<file path="config.mk">
export PLATFORM = sky130hd
export DESIGN_NAME = captura_jogada
export DESIGN_NICKNAME = d
export VERILOG_FILES = /design/src/rtl/jogo_pkg.sv /design/src/rtl/captura_jogada_detector_borda.sv /design/src/rtl/captura_jogada.sv
export SDC_FILE = /design/constraint.sdc
export NUM_CORES = 1
export LEC_CHECK = 0
export BUFFER_PORTS_ARGS = -buffer_cell sky130_fd_sc_hd__buf_2
export CAP_MARGIN = 5
export CORE_MARGIN = 2
export CORE_UTILIZATION = 52
export DETAILED_ROUTE_END_ITERATION = 8
export PLACE_DENSITY = 0.75
export SYNTH_ARGS = -nofsm -noshare
export SYNTH_HDL_FRONTEND = slang
export SYNTH_HIERARCHICAL = 1
export SYNTH_SLANG_ARGS = --single-unit
</file>
<file path="constraint.sdc">
create_clock -name clock -period 6 [get_ports clock]
set_input_delay 0.3 -clock clock [delete_from_list [all_inputs] [get_ports clock]]
set_output_delay 0.3 -clock clock [all_outputs]
set_load 0.02 [all_outputs]
</file>
<file path="src/rtl/jogo_pkg.sv">
// Shared definitions for the play-capture unit: state encodings and default board size.
package jogo_pkg;

    localparam int N_BOTOES_PADRAO = 9;
    localparam int IDX_W_PADRAO    = 4;

    typedef enum logic [2:0] {
        OCIOSO        = 3'd0,
        ESPERA_SOLTAR = 3'd1,
        ARMADO        = 3'd2,
        VALIDA        = 3'd3,
        ESPERA_LIBERA = 3'd4
    } estado_t;

    // Idle counter width; keeps at least one bit when the timeout is disabled (0).
    function automatic int largura_contador(input int ciclos);
        return (ciclos < 1) ? 1 : $clog2(ciclos + 1);
    endfunction

endpackage

</file>
<file path="src/rtl/captura_jogada_detector_borda.sv">
// Button front end: 2-flop synchroniser per bit, optional debounce (DEBOUNCE_EN), rising-edge detect.
// Outputs the settled level vector and a one-cycle rising-edge vector.
module detector_borda #(
    parameter int N          = 9,
    parameter int DEB_CICLOS = 4
) (
    input  logic         clock,
    input  logic         reset,
    input  logic [N-1:0] botoes,
    output logic [N-1:0] nivel,
    output logic [N-1:0] borda
);

    logic [N-1:0] sync1_q, sync1_d;
    logic [N-1:0] sync2_q, sync2_d;
    logic [N-1:0] prev_q,  prev_d;

    always_comb begin
        sync1_d = botoes;
        sync2_d = sync1_q;
        prev_d  = nivel;
    end

    always_ff @(posedge clock) begin
        if (reset) begin
            sync1_q <= '0;
            sync2_q <= '0;
            prev_q  <= '0;
        end else begin
            sync1_q <= sync1_d;
            sync2_q <= sync2_d;
            prev_q  <= prev_d;
        end
    end

`ifdef DEBOUNCE_EN
    localparam int DEB_W = (DEB_CICLOS < 2) ? 1 : $clog2(DEB_CICLOS);

    genvar gi;
    generate
        for (gi = 0; gi < N; gi++) begin : g_filtro
            logic [DEB_W-1:0] cnt_q, cnt_d;
            logic             filt_q, filt_d;

            // Any sample agreeing with the filtered value restarts the stability count.
            always_comb begin
                filt_d = filt_q;
                cnt_d  = '0;
                if (sync2_q[gi] != filt_q) begin
                    if (cnt_q == DEB_W'(DEB_CICLOS - 1)) begin
                        filt_d = sync2_q[gi];
                    end else begin
                        cnt_d = cnt_q + 1'b1;
                    end
                end
            end

            always_ff @(posedge clock) begin
                if (reset) begin
                    cnt_q  <= '0;
                    filt_q <= 1'b0;
                end else begin
                    cnt_q  <= cnt_d;
                    filt_q <= filt_d;
                end
            end

            assign nivel[gi] = filt_q;
        end
    endgenerate
`else
    assign nivel = sync2_q;

    generate
        if (DEB_CICLOS < 1) begin : g_deb_sem_filtro
        end
    endgenerate
`endif

    assign borda = nivel & ~prev_q;

endmodule

</file>
<file path="src/rtl/captura_jogada.sv">
// Play capture between board buttons and the game FSM; optional button debounce via DEBOUNCE_EN.
// Accepts one fresh single-button press on a free position and holds it until consumed.
module captura_jogada
    import jogo_pkg::*;
#(
    parameter int N_BOTOES       = N_BOTOES_PADRAO,
    parameter int IDX_W          = IDX_W_PADRAO,
    parameter int TIMEOUT_CICLOS = 5000,
    parameter int DEB_CICLOS     = 4
) (
    input  logic                clock,
    input  logic                reset,
    input  logic                habilitar,
    input  logic [N_BOTOES-1:0] ocupadas,
    input  logic [N_BOTOES-1:0] botoes,
    input  logic                consumir,
    output logic                jogada_valida,
    output logic [IDX_W-1:0]    jogada,
    output logic [N_BOTOES-1:0] jogada_onehot,
    output logic                jogada_invalida,
    output logic                timeout,
    output logic [2:0]          db_estado
);

    localparam int CNT_W = largura_contador(TIMEOUT_CICLOS);

    logic [N_BOTOES-1:0] nivel;
    logic [N_BOTOES-1:0] borda;

    detector_borda #(
        .N          (N_BOTOES),
        .DEB_CICLOS (DEB_CICLOS)
    ) u_detector (
        .clock  (clock),
        .reset  (reset),
        .botoes (botoes),
        .nivel  (nivel),
        .borda  (borda)
    );

    // Clearing the lowest set bit leaves something only if two or more edges arrived together.
    logic            borda_multipla;
    logic            borda_ocupada;
    logic [IDX_W-1:0] indice;

    always_comb begin
        borda_multipla = |(borda & (borda - 1'b1));
        borda_ocupada  = |(borda & ocupadas);
        indice         = '0;
        for (int i = 0; i < N_BOTOES; i++) begin
            if (borda[i]) begin
                indice = IDX_W'(i);
            end
        end
    end

    estado_t                estado_q,   estado_d;
    logic [IDX_W-1:0]       jogada_q,   jogada_d;
    logic [N_BOTOES-1:0]    onehot_q,   onehot_d;
    logic                   invalida_q, invalida_d;
    logic                   timeout_q,  timeout_d;
    logic [CNT_W-1:0]       cnt_q,      cnt_d;

    always_comb begin
        estado_d   = estado_q;
        jogada_d   = jogada_q;
        onehot_d   = onehot_q;
        invalida_d = 1'b0;
        timeout_d  = 1'b0;
        cnt_d      = '0;

        if (!habilitar) begin
            estado_d = OCIOSO;
        end else begin
            unique case (estado_q)
                OCIOSO: begin
                    estado_d = ESPERA_SOLTAR;
                end
                ESPERA_SOLTAR: begin
                    if (nivel == '0) begin
                        estado_d = ARMADO;
                    end
                end
                ARMADO: begin
                    if (borda_multipla || (|borda && borda_ocupada)) begin
                        invalida_d = 1'b1;
                        estado_d   = ESPERA_SOLTAR;
                    end else if (|borda) begin
                        jogada_d = indice;
                        onehot_d = borda;
                        estado_d = VALIDA;
                    end else if (TIMEOUT_CICLOS != 0) begin
                        // A press on the limit cycle wins above, so no pulse is lost or doubled.
                        if (cnt_q == CNT_W'(TIMEOUT_CICLOS - 1)) begin
                            timeout_d = 1'b1;
                        end else begin
                            cnt_d = cnt_q + 1'b1;
                        end
                    end
                end
                VALIDA: begin
                    if (consumir) begin
                        estado_d = ESPERA_LIBERA;
                    end
                end
                ESPERA_LIBERA: begin
                    if (nivel == '0) begin
                        estado_d = ARMADO;
                    end
                end
                default: begin
                    estado_d = OCIOSO;
                end
            endcase
        end
    end

    always_ff @(posedge clock) begin
        if (reset) begin
            estado_q   <= OCIOSO;
            jogada_q   <= '0;
            onehot_q   <= '0;
            invalida_q <= 1'b0;
            timeout_q  <= 1'b0;
            cnt_q      <= '0;
        end else begin
            estado_q   <= estado_d;
            jogada_q   <= jogada_d;
            onehot_q   <= onehot_d;
            invalida_q <= invalida_d;
            timeout_q  <= timeout_d;
            cnt_q      <= cnt_d;
        end
    end

    assign jogada_valida   = (estado_q == VALIDA);
    assign jogada          = jogada_q;
    assign jogada_onehot   = jogada_valida ? onehot_q : '0;
    assign jogada_invalida = invalida_q;
    assign timeout         = timeout_q;
    assign db_estado       = estado_q;

endmodule

</file>
Word level (Yosys, flattened, before mapping)
Cells that the tools add are included.

word-level totals
  register bits = 58
  bits in latches = 0
  bits in writable memories = 0
  memory bits (read-only) = 0
  logic and storage cells = 56
  memories kept = 0

operators by class
  add/sub/neg operators = 2
  multiply operators = 0
  div/mod/pow operators = 0
  $lt $le $gt $ge = 0
  eq/ne operators = 8
  shift operators = 0
  mux-type cells = 16
  bitwise logic cells = 7
  reduce and logical (&&, ||, !) cells = 14

operators with widths
  operator                                                            number
  4-bit 2-to-1 mux                                                    7
  9-bit bitwise AND                                                   3
  9-bit OR reduction                                                  3
  14-bit OR reduction                                                 1
  13-bit by 1-bit adder with 13-bit output, second input constant     1
  13-bit == test, second input constant                               1
  13-bit OR reduction                                                 1
  3-bit 2-to-1 mux                                                    4
  3-bit case mux with 4 select lines                                  1
  9-bit logical NOT                                                   1
  9-bit 2-to-1 mux                                                    1
  9-bit NOT                                                           1
  9-bit by 1-bit subtractor with 9-bit output, second input constant  1
  3-bit by 2-bit == test with 1-bit output, second input constant     2
  4-bit AND reduction                                                 1
  2-bit OR reduction                                                  2
  3-bit by 1-bit == test with 1-bit output, second input constant     1
  3-bit == test, second input constant                                1
  3-bit logical NOT                                                   1
  1-bit 2-to-1 mux                                                    3
  3-bit != test, second input constant                                1
  1-bit NOT                                                           3
  3-bit AND reduction                                                 1
  3-bit OR reduction                                                  1
  4 further kinds                                                     4

Logic depth before layout (Yosys ltp)
Gate-level depths: netlist of run 1.

  depth in word-level cells = 10
  depth in mapped cells = 8
  gate-level depth less buffers = 6

Cells and area by module
Netlist of run 1, hierarchy kept.

modules (own cells, without submodules)
  module          instances  cells an instance  area an instance (µm²)
  captura_jogada  1          189                1,652.8
  detector_borda  1          65                 805.8

Least setup slack after synthesis of run 1
No wires, ideal clock.

  kind = flip-flop to flip-flop
  start point = register u_detector.sync2_q[4], in the netlist u_detector/nivel[4]
  end point = register jogada_q[2], in the netlist jogada[2]
  library setup time = 121 ps
  data arrival time = 2,104 ps
  required time = 5,879 ps
  setup slack = 3,775 ps
  cell stages (with the launch flop) = 9
  period minus slack after synthesis = 2,225 ps
  cell sequence = dfxtp_1 -> nor2b_1 -> buf_6 -> or4_1 -> a2bb2oi_1 -> a211o_2 -> buf_6 -> nor2_8 -> mux2_4

on the way
  word-level cells in the longest chain between the ends = 7
  elaborated cells between the ends (all ways) = 16
  classes of those cells = add/sub (1); mux (5); bitwise (4); reduce/logical (6)

RTL lines
  what                                                                                     line                                        RTL
  start, declared                                                                          captura_jogada_detector_borda.sv:15         logic [N-1:0] sync2_q, sync2_d;
  start signal, assigned                                                                   captura_jogada_detector_borda.sv:31         sync2_q <= sync2_d;
  9-bit bitwise AND (*)                                                                    captura_jogada_detector_borda.sv:80         assign borda = nivel & ~prev_q;
  via borda[4]                                                                             captura_jogada.sv:28                        logic [N_BOTOES-1:0] borda;
  9-bit by 1-bit subtractor with 9-bit output / 9-bit bitwise AND (equally long branches)  captura_jogada.sv:47, captura_jogada.sv:48
  9-bit bitwise AND / 9-bit OR reduction (equally long branches)                           captura_jogada.sv:47, captura_jogada.sv:48
  9-bit OR reduction / 1-bit logical AND (equally long branches)                           captura_jogada.sv:47, captura_jogada.sv:85
  1-bit logical OR                                                                         captura_jogada.sv:85                        if (borda_multipla || (|borda && borda_ocupada)) begin
  1-bit NOT (no line)                                                                      n/a
  4-bit AND reduction (no line)                                                            n/a
  end signal, assigned                                                                     captura_jogada.sv:128                       jogada_q <= jogada_d;
  end, declared                                                                            captura_jogada.sv:58                        logic [IDX_W-1:0] jogada_q, jogada_d;

Mark *: on every way through the listed nets, which the timed path passes. The rest lies on a longest branch.
A chain may end at the register's enable or synchronous reset.

Final worst setup path of run 1
  start point = register u_detector.sync2_q[2], in the netlist u_detector/nivel[2]
  end point = register cnt_q[9]

on the way
  word-level cells in the longest chain between the ends = 6
  elaborated cells between the ends (all ways) = 10
  classes of those cells = add/sub (1); bitwise (3); reduce/logical (6)

RTL lines
  what                                                                                     line                                        RTL
  9-bit bitwise AND (*)                                                                    captura_jogada_detector_borda.sv:80
  via borda[2]                                                                             captura_jogada.sv:28
  9-bit by 1-bit subtractor with 9-bit output / 9-bit bitwise AND (equally long branches)  captura_jogada.sv:47, captura_jogada.sv:48
  9-bit bitwise AND / 9-bit OR reduction (equally long branches)                           captura_jogada.sv:47, captura_jogada.sv:48
  9-bit OR reduction / 1-bit logical AND (equally long branches)                           captura_jogada.sv:47, captura_jogada.sv:85
  1-bit logical OR                                                                         captura_jogada.sv:85
  14-bit OR reduction (no line) (*)                                                        n/a
  end signal, assigned                                                                     captura_jogada.sv:132                       cnt_q <= cnt_d;
  end, declared                                                                            captura_jogada.sv:62                        logic [CNT_W-1:0] cnt_q, cnt_d;

Marked as above.

==> results of run 1 <==
[kinds of logic (layout without fill, tap and decap cells)]
group,count (synthesis),after routing,share of synthesized area [%]
DFF,57,57,46.4
adders and majority gates,1,1,0.509
and+or+nand+nor,136,136,32.8
muxes,10,10,4.27
buffers and inverters,13,59,3.36
AOI/OAI and AO/OA,25,25,8.35
xor gates and xnor gates,12,12,4.27
[routing by layer]
layer	vias up	global-route usage, %	share of wire [%]
met5	-	0	0
met4	0	10.5	1.3
met3	7	6.35	5.7
met2	55	28.1	45
met1	825	23.2	48
li1	944	-	-
[power groups by stage]
stage | registers [mW] | logic, mW | clock network (mW)
floorplan | 0.399 | 0.0432 | 0
global placement | 0.399 | 0.0561 | 0
detailed placement | 0.399 | 0.0564 | 0
CTS | 0.391 | 0.0566 | 0.342
global route | 0.392 | 0.0632 | 0.362
finish | 0.391 | 0.0564 | 0.334
[worst reg2reg max path: stages, from the launching register on]
cell	delay, ps
dfxtp_1	310
nor2b_1	200
or4_4	570
nor4_1	470
nand4_1	540
nor2_1	250
[layout make-up]
cell class	count	area [µm²]
repair buffers	40	200
clock inverters	2	10.0
well taps	54	67.6
fillers	411	1780
multi-input cells	184	1230
flip-flops and latches	57	1140
clock buffers	14	183
inverters	3	11.3
[per-stage QoR]
step | cell area [µm²] | util [%] | total power [mW]
2_1_floorplan | 2460 | - | 0.443
5_1_grt | 2850 | 61.5 | 0.817
3_3_place_gp | 2660 | 57.4 | 0.455
6_report | 2850 | 61.5 | 0.782
3_5_place_dp | 2660 | 57.4 | 0.455
4_1_cts | 2850 | 61.5 | 0.789
[flip-flops by register name, indices dropped and copies added (netlist names), 3 cells and up]
register,flops
cnt_q,13
u_detector/nivel,9
u_detector/prev_q,9
u_detector/sync1_q,9
onehot_q,8
jogada,4
db_estado,3
[worst max-delay path by stage]
stage	endpoint	slack [ps]	from
2_1_floorplan	jogada[2]	3770	u_detector/nivel[4]
3_3_place_gp	cnt_q[11]	3700	u_detector/nivel[2]
3_5_place_dp	cnt_q[9]	3600	u_detector/nivel[2]
4_1_cts	cnt_q[9]	3580	u_detector/nivel[2]
5_1_grt	cnt_q[9]	3320	u_detector/nivel[2]
6_report	cnt_q[9]	3580	u_detector/nivel[2]
[layout by cell type, fill, tap and decap left out, types with 8 or more instances in the layout]
cell type	netlist	layout
clkbuf_8	0	13
dfxtp_1	57	57
mux2i_1	9	9
nor2b_1	34	34
nor2_1	26	26
buf_2	0	40
nand3_1	8	8
nand2b_1	16	16
and2_1	9	9
and2b_2	8	8
==> results.py, run 1 <==
metrics = {
    "pwr": {
        "vdd_drop_max_v": 0.000193,
        "p_leak_nw": 1.18,
        "p_seq_share_pct": 50.0,
        "p_per_area_nw_per_um2": 275,
        "clock_power_share_pct": 42.8,
        "p_switching_mw": 0.176,
        "p_comb_share_pct": 7.2,
        "sw_frac_of_total_pct": 22.5,
        "p_int_mw": 0.606,
    },
    "global_route": {
        "grt-ovfl-total": 0,
        "grt_max_degree": 52,
        "grt_pass1_wl_mm": 7.38,
        "grt_use_total_pct": 18.6,
        "grt_pass1_vias": 1630,
        "grt_antenna_before_repair": 0,
    },
    "cells_and_area": {
        "layout-drive-gt1-share_pct": 23.0,
        "n_antenna_cell": 0,
        "area_growth_pct": 15.8,
        "final_cells": 354,
        "final_nets": 318,
    },
    "timing": {
        "relSlewSlack_pct": 50.3,
        "fin_tns_setup_ps": 0,
        "finalWorstSetupSlack_ps": 3580,
        "fmax_mhz": 413,
        "rsz0062_at_grt": "no",
        "holdWs_ps": 178,
        "setup-violations-final": 0,
        "period_share_pct": 40.4,
        "layout_min_cycle_time_ps": 2420,
        "tightest_slew_ps": 746,
        "drv_slew": 0,
        "final_hold_viol_count": 0,
        "fin_worst_skew_ps": 4.13,
    },
    "synthesis": {
        "yosysWarningCount": 6,
        "syn-cell-area_um2": 2460,
        "netlist_instances": 254,
        "yosysTopAreaCellShare_pct": 46.4,
        "synth_area_leaders": "dfxtp_1, nor2b_1, nand2b_1, nor2_1, mux2i_1",
        "yosysMostFrequentCell": "dfxtp_1",
        "ys_types": 48,
        "syn_area_per_cell_um2": 9.68,
        "postSynth.asyncResetShare_pct": 0,
        "synth-seq-cells": 57,
        "syn_nets": 277,
        "synth_edf_count": 0,
        "synth_top_area_cell": "dfxtp_1",
        "ys_seq_area_share_pct": 46.4,
        "synth_flop_cell": "dfxtp_1",
        "ys_top_cells_by_count": "dfxtp_1, nor2b_1, nor2_1",
    },
    "floorplanning": {
        "num_rows": 25,
        "die_area_um2": 5290,
        "die_x_um": 72.8,
        "start_util_pct": 53.1,
        "core_um2": 4630,
        "io_pins": 41,
        "die_y_um": 72.8,
    },
    "place": {
        "io_buffers": 40,
        "hpwl_mm": 2.98,
        "pre_cts_ws_ps": 3600,
        "gp_congestion": 0.895,
        "dp.cells": 338,
    },
    "clocking": {
        "cts_inserted_buffers": 9,
        "cts_tree": "built",
        "post-cts-setup-buffers": 0,
        "cts.sinks": 57,
        "cts-root-buf": "clkbuf_8",
        "hold_buffers": 0,
        "cts-resized-gates": 0,
        "insertion_delay_ps": 330,
        "h-tree-depth": 3,
        "clock_path_buffers": 2,
        "cts.reportedPaths.clkPinSlew_ps": 60,
    },
    "route": {
        "ant_nets": 0,
        "drt-total-wl_mm": 4.31,
        "drcViolationCount": 0,
        "vias": 1831,
        "wl_per_cell_um": 12.2,
        "initialDrtViolationCount": 116,
        "via_per_inst": 5.17,
        "drt_first_pass_iters": 4,
    },
    "critical_path": {
        "max_stage_delay_ps": 570,
        "worstPathArrival_ps": 2680,
        "critPathCaptureType": "flop",
        "timing_worst_setup_path_type": "flop to flop",
        "ff2ff_path_depth": 5,
        "cp_max_fo": 12,
        "crit_buf_inv": 0,
        "crit_required_ps": 6250,
        "cp_cell_sequence": "nor2b_1, or4_4, nor4_1, nand4_1, nor2_1",
        "path_depth": 5,
        "cp_slowest_cell": "or4_4",
        "crit_path_start_kind": "flop",
        "r2r_slack_ps": 3580,
        "r2r_end": "cnt_q[9]",
        "path_delay_family": "simple AND/OR/NAND/NOR gates",
        "r2r_start": "u_detector/nivel[2]",
    },
    "worst_hold_path": {
        "min_to": "u_detector/sync1_q[0]",
        "hold_start": "botoes[0]",
        "worstHoldPathType": "primary input to flop",
        "worstHoldPathCells": 2,
    },
    "job": {
        "timing.max_cap.violations": 0,
    },
    "status": {
        "status": "completed",
    },
}
(Power assumes the default switching activity.)
==> run 2: changes to the inputs <==
--- a/config.mk
+++ b/config.mk
@@ -8,7 +8,7 @@
 export BUFFER_PORTS_ARGS = -buffer_cell sky130_fd_sc_hd__buf_2
 export CAP_MARGIN = 5
 export CORE_MARGIN = 2
-export CORE_UTILIZATION = 52
+export CORE_UTILIZATION = 50
 export DETAILED_ROUTE_END_ITERATION = 8
 export PLACE_DENSITY = 0.75
 export SYNTH_ARGS = -nofsm -noshare
==> constraint.sdc (replaced) <==
create_clock -name clock -period 1.99 [get_ports clock]
set_input_delay 0.0995 -clock clock [delete_from_list [all_inputs] [get_ports clock]]
set_output_delay 0.0995 -clock clock [all_outputs]
set_load 0.02 [all_outputs]
==> run 2 against run 1 <==
  * The flow now finishes with violations (setup timing)
  * Combinational power grew to 4.6 times the previous value
  * Worst setup slack lost 3700 ps
  * Hold slack worse by 170 ps
  * Die area increased by 3.8%
  * Design area up 16%
  * Flip-flop and latch count is the same
  * Final cell count rose by 14%
  * Non-clock buffer count up 37
  * Power increased to 3.4 times the previous value
  * First-iteration DRC count is 21% higher
  * Critical path depth grew 2
  * Global-route usage is 1.7 points higher
  * Critical path type unchanged
  * Critical endpoint is now jogada[2]
  * Highest routed layer unchanged
==> results.py, run 2 (synthesis gave the netlist of run 1 again) <==
metrics = {
    "worst_hold_path": {
        "worstHoldPathType": "primary input to flop",
    },
    "pwr": {
        "power_mw": 2.64,
        "p_switching_mw": 0.561,
        "vdd_drop_max_v": 0.000532,
        "p_seq_share_pct": 44.7,
        "clock_power_share_pct": 45.5,
        "p_comb_share_pct": 9.9,
        "p_int_mw": 2.08,
        "p_leak_nw": 1.40,
        "p_per_area_nw_per_um2": 797,
        "sw_frac_of_total_pct": 21.3,
    },
    "critical_path": {
        "cp_max_fo": 3,
        "critPathCaptureType": "flop",
        "crit_path_start_kind": "flop",
        "crit_required_ps": 2210,
        "worstPathArrival_ps": 2350,
        "timing_worst_setup_path_type": "flop to flop",
    },
    "clocking": {
        "cts-root-buf": "clkbuf_8",
        "cts.reportedPaths.clkPinSlew_ps": 60,
        "cts_inserted_buffers": 9,
        "cts_tree": "built",
        "h-tree-depth": 3,
        "cts.sinks": 57,
        "insertion_delay_ps": 330,
        "clock_path_buffers": 2,
    },
    "route": {
        "vias": 2013,
        "initialDrtViolationCount": 140,
        "ant_nets": 0,
        "drt_first_pass_iters": 6,
        "drcViolationCount": 0,
        "wl_per_cell_um": 12.4,
        "via_per_inst": 4.98,
        "drt-total-wl_mm": 5.03,
    },
    "timing": {
        "tightest_slew_ps": 578,
        "finalWorstSetupSlack_ps": -145,
        "setup-violations-final": 12,
        "drv_slew": 0,
        "relSlewSlack_pct": 61.4,
        "period_share_pct": 107,
        "final_hold_viol_count": 0,
        "layout_min_cycle_time_ps": 2140,
        "rsz0062_at_grt": "yes",
        "fin_worst_skew_ps": 5.30,
        "fmax_mhz": 468,
    },
    "floorplanning": {
        "core_um2": 4720,
        "io_pins": 41,
        "die_area_um2": 5490,
        "start_util_pct": 52.1,
        "die_y_um": 74.1,
        "num_rows": 25,
        "die_x_um": 74.1,
    },
    "cells_and_area": {
        "regMostFlops": "cnt_q",
        "final_cell_mix": "dfxtp_1, buf_2, nor2b_1",
        "largest_register_ffs": 13,
        "fillers": 357,
        "final_common_cell": "dfxtp_1",
        "area_growth_pct": 34.6,
        "layout-drive-gt1-share_pct": 32.6,
        "final_cells": 404,
        "n_antenna_cell": 0,
        "final_nets": 355,
    },
    "job": {
        "timing.max_cap.violations": 0,
    },
    "global_route": {
        "grt_pass1_wl_mm": 8.31,
        "grt_use_total_pct": 20.3,
        "grt_pass1_vias": 1944,
        "grt-ovfl-total": 0,
        "grt_antenna_before_repair": 0,
        "grt_max_degree": 28,
    },
    "place": {
        "hpwl_mm": 3.30,
        "dp.cells": 376,
        "gp_congestion": 0.855,
        "io_buffers": 40,
    },
    "status": {
        "violations": "setup timing",
        "status": "complete, but fails checks",
    },
}
-- run 2: changes by cell type in the layout (fill, tap and decap cells not counted), sizes merged --
cell         delta
buf            +29
dlygate4sd3     +8
clkinv          -2
bufinv          +2
-- run 2: worst paths after layout --
kind	endpoint	cells after the start	startpoint	slack [ps]
setup / recovery	jogada[2]	7	u_detector/nivel[1]	-150
hold / removal	u_detector/sync1_q[3]	2	botoes[3]	4
setup reg to reg	jogada[2]	7	u_detector/nivel[1]	-150
hold reg to reg	u_detector/nivel[0]	1	u_detector/sync1_q[0]	430
-- run 2: power by group through the flow --
stage               sequential [mW]  combinational, mW  clock [mW]
floorplan                      1.21              0.134           0
global placement               1.20              0.208           0
detailed placement             1.20              0.210           0
CTS                            1.18              0.246        1.22
global route                   1.18              0.281        1.27
finish                         1.18              0.260        1.20
-- run 2: what timing repair did --
item | in CTS | in global routing
resized for setup | 10 | 8
endpoints found under the setup margin | 12 | 28
hold buffers | 8 | 0
hold endpoints to repair | 8 | 0
setup buffers | 3 | 1
pin swaps | 2 | 2
-- run 2: stage by stage --
stage	utilization [%]	setup TNS, ps	area, µm²	hold slack, ps	worst slack, ps
floorplan	-	-170	2490	228	-170
global placement	61.4	-430	2900	311	-72.0
detailed placement	61.4	-676	2900	311	-94.6
CTS	69.1	-767	3260	0.884	-102
global route	70.0	-2860	3310	11.6	-233
finish	70.0	-1180	3310	4.33	-145
-- run 2: worst max-delay path: stages (launching register included) --
cell	delay, ps
dfxtp_2	320
nor2b_4	120
or4_4	570
o2111a_2	300
a311oi_4	220
buf_6	170
nor2_8	50
mux2_4	290
-- run 2: area by class of cell --
type | count | area, µm² | share of cell area, %
flip-flops and latches | 57 | 1140 | 34.5
repair buffers | 77 | 529 | 16.0
inverters | 3 | 11.3 | 0.340
multi-input cells | 184 | 1320 | 39.9
well taps | 67 | 83.8 | 2.53
clock buffers | 14 | 163 | 4.92
clock inverters | 2 | 60.1 | 1.82
-- run 2: metal layers --
| metal | share of wire [%] | vias up | wire length, µm | track usage, % |
|---|---|---|---|---|
| met1 | 43 | 918 | 2170 | 23.0 |
| met3 | 5.2 | 9 | 263 | 6.10 |
| met2 | 50 | 63 | 2490 | 34.7 |
| met4 | 1.9 | 0 | 95 | 9.90 |
| li1 | - | 1023 | - | - |
| met5 | 0 | - | 0 | 0 |
==> run 3: changes to the inputs <==
--- a/config.mk
+++ b/config.mk
@@ -7,6 +7,7 @@
 export LEC_CHECK = 0
 export BUFFER_PORTS_ARGS = -buffer_cell sky130_fd_sc_hd__buf_2
 export CAP_MARGIN = 5
+export CORE_ASPECT_RATIO = 0.6
 export CORE_MARGIN = 2
 export CORE_UTILIZATION = 50
 export DETAILED_ROUTE_END_ITERATION = 8
==> run 3 against run 2 <==
  * The run still ends with setup timing left
  * Hold slack better by 22 ps
  * Combinational power is 9.6% lower
  * Routed wire length is 3.1% higher
  * Critical path depth is 1 lower
  * Power is 12% lower
  * Design area is 3.3% lower
  * Clock power is 25% lower
==> results.py, run 3 (synthesis gave the netlist of run 1 again) <==
metrics = {
    "status": {
        "status": "complete, but fails checks",
        "violations": "setup timing",
    },
    "timing": {
        "relSlewSlack_pct": 65.9,
        "layout_min_cycle_time_ps": 2100,
        "drv_slew": 0,
        "holdWs_ps": 26.1,
        "fmax_mhz": 477,
        "final_hold_viol_count": 0,
        "tightest_slew_ps": 511,
        "rsz0062_at_grt": "yes",
        "fin_worst_skew_ps": 3.34,
        "finalWorstSetupSlack_ps": -107,
        "setup-violations-final": 14,
        "period_share_pct": 105,
    },
    "cells_and_area": {
        "final_common_cell": "dfxtp_1",
        "regMostFlops": "cnt_q",
        "fillers": 381,
        "seqCellArea_um2": 1140,
        "area_growth_pct": 30.2,
        "design_area_um2": 3200,
        "largest_register_ffs": 13,
        "final_cells": 395,
        "final_nets": 351,
        "n_antenna_cell": 0,
        "multi_input_area_um2": 1290,
        "final_cell_mix": "dfxtp_1, buf_2, nor2b_1",
        "layout-drive-gt1-share_pct": 31.0,
    },
    "critical_path": {
        "timing_worst_setup_path_type": "flop to flop",
        "worstPathArrival_ps": 2320,
        "cp_max_fo": 4,
        "critPathCaptureType": "flop",
        "r2r_slack_ps": -110,
        "r2r_start": "u_detector/nivel[1]",
        "ff2ff_path_depth": 6,
        "crit_required_ps": 2210,
        "r2r_end": "jogada[2]",
        "crit_path_start_kind": "flop",
    },
    "clocking": {
        "h-tree-depth": 3,
        "insertion_delay_ps": 330,
        "cts_tree": "built",
        "cts-root-buf": "clkbuf_8",
        "cts.sinks": 57,
        "clock_path_buffers": 2,
        "cts_inserted_buffers": 9,
        "cts.reportedPaths.clkPinSlew_ps": 60,
    },
    "route": {
        "vias": 1962,
        "drcViolationCount": 0,
        "via_per_inst": 4.97,
        "initialDrtViolationCount": 88,
        "wl_per_cell_um": 13.1,
        "ant_nets": 0,
        "drt-total-wl_mm": 5.18,
        "drt_first_pass_iters": 4,
    },
    "floorplanning": {
        "start_util_pct": 52.8,
        "die_y_um": 58.3,
        "num_rows": 19,
        "io_pins": 41,
        "die_area_um2": 5510,
        "die_x_um": 94.5,
        "core_um2": 4660,
    },
    "place": {
        "dp.cells": 370,
        "pre_cts_ws_ps": -79.1,
        "hpwl_mm": 3.67,
        "place_area_um2": 2890,
        "io_buffers": 40,
        "gp_congestion": 0.802,
    },
    "worst_hold_path": {
        "hold_start": "botoes[3]",
        "min_to": "u_detector/sync1_q[3]",
        "worstHoldPathCells": 2,
        "worstHoldPathType": "primary input to flop",
    },
    "pwr": {
        "p_leak_nw": 1.35,
        "p_per_area_nw_per_um2": 724,
        "vdd_drop_max_v": 0.000528,
        "power_mw": 2.32,
    },
    "global_route": {
        "grt_pass1_vias": 1846,
        "grt_max_degree": 29,
        "grt-ovfl-total": 0,
        "grt_antenna_before_repair": 0,
        "grt_pass1_wl_mm": 8.49,
        "grt_use_total_pct": 20.5,
    },
    "job": {
        "timing.max_cap.violations": 0,
    },
}
==> run 3: cell count changes in the layout (fill, tap and decap cells not counted), moves of 2 or more <==
cell,delta
clkinv_2,+2
nor4_2,-2
buf_6,-4
buf_4,-2
nor4_1,+2
bufinv_16,-2
==> run 3: timing repair <==
action / in CTS / in global routing
cloned: 0 / 1
resized for setup: 1 / 9
buffers inserted: 0 / 1
pin swaps: 1 / 1
hold endpoints to repair: 8 / 0
hold buffers: 8 / 0
endpoints found under the setup margin: 13 / 22
==> run 3: layout make-up <==
cell class	instances	area share, %
Clock buffer	12	4.53
Inverter	3	0.352
Tap cell	63	2.46
Sequential cell	57	35.7
Multi-Input combinational cell	184	40.3
Clock inverter	3	0.547
Timing Repair Buffer	73	16.1
==> run 3: how the worst max path moves through the flow <==
stage / from / to / slack [ps] / cells past startpoint
finish: u_detector/nivel[1] / jogada[2] / -110 / 6
global route: u_detector/nivel[1] / jogada[1] / -160 / 7
CTS: u_detector/nivel[1] / jogada[1] / -90 / 7
detailed placement: u_detector/nivel[3] / jogada[2] / -80 / 6
global placement: u_detector/nivel[1] / jogada[2] / -70 / 6
floorplan: u_detector/nivel[1] / jogada[2] / -170 / 6
==> run 3: stage by stage <==
step,utilization [%],TNS (ps)
floorplan,-,-170
global placement,62.1,-360
detailed placement,62.1,-614
CTS,67.4,-769
global route,68.7,-1980
finish,68.7,-991
==> run 3: critical path, stage by stage (launching register included) <==
cell and delay, ps:
dfxtp_2 320, nor2b_4 120, or4_4 550, o2111a_1 280, a311oi_4 340, nor2_8 90, mux2_4 300
==> run 3: per-layer routing <==
metal  vias to the layer above  GRT usage (%)  part of all wire, %  wire, µm
li1                       1015              -                    -         -
met1                       875           27.9                   51      2630
met2                        62           29.3                   42      2160
met3                        10           7.04                  5.8       299
met4                         0           10.4                  1.8        95
met5                         -              0                    0         0
==> run 3: report_power, final <==
part / switching, mW / total, mW / leakage (nW) / internal, mW
clock: 0.431 / 0.905 / 0.0822 / 0.474
combinational: 0.113 / 0.235 / 0.802 / 0.122
sequential: 0.0114 / 1.18 / 0.465 / 1.17
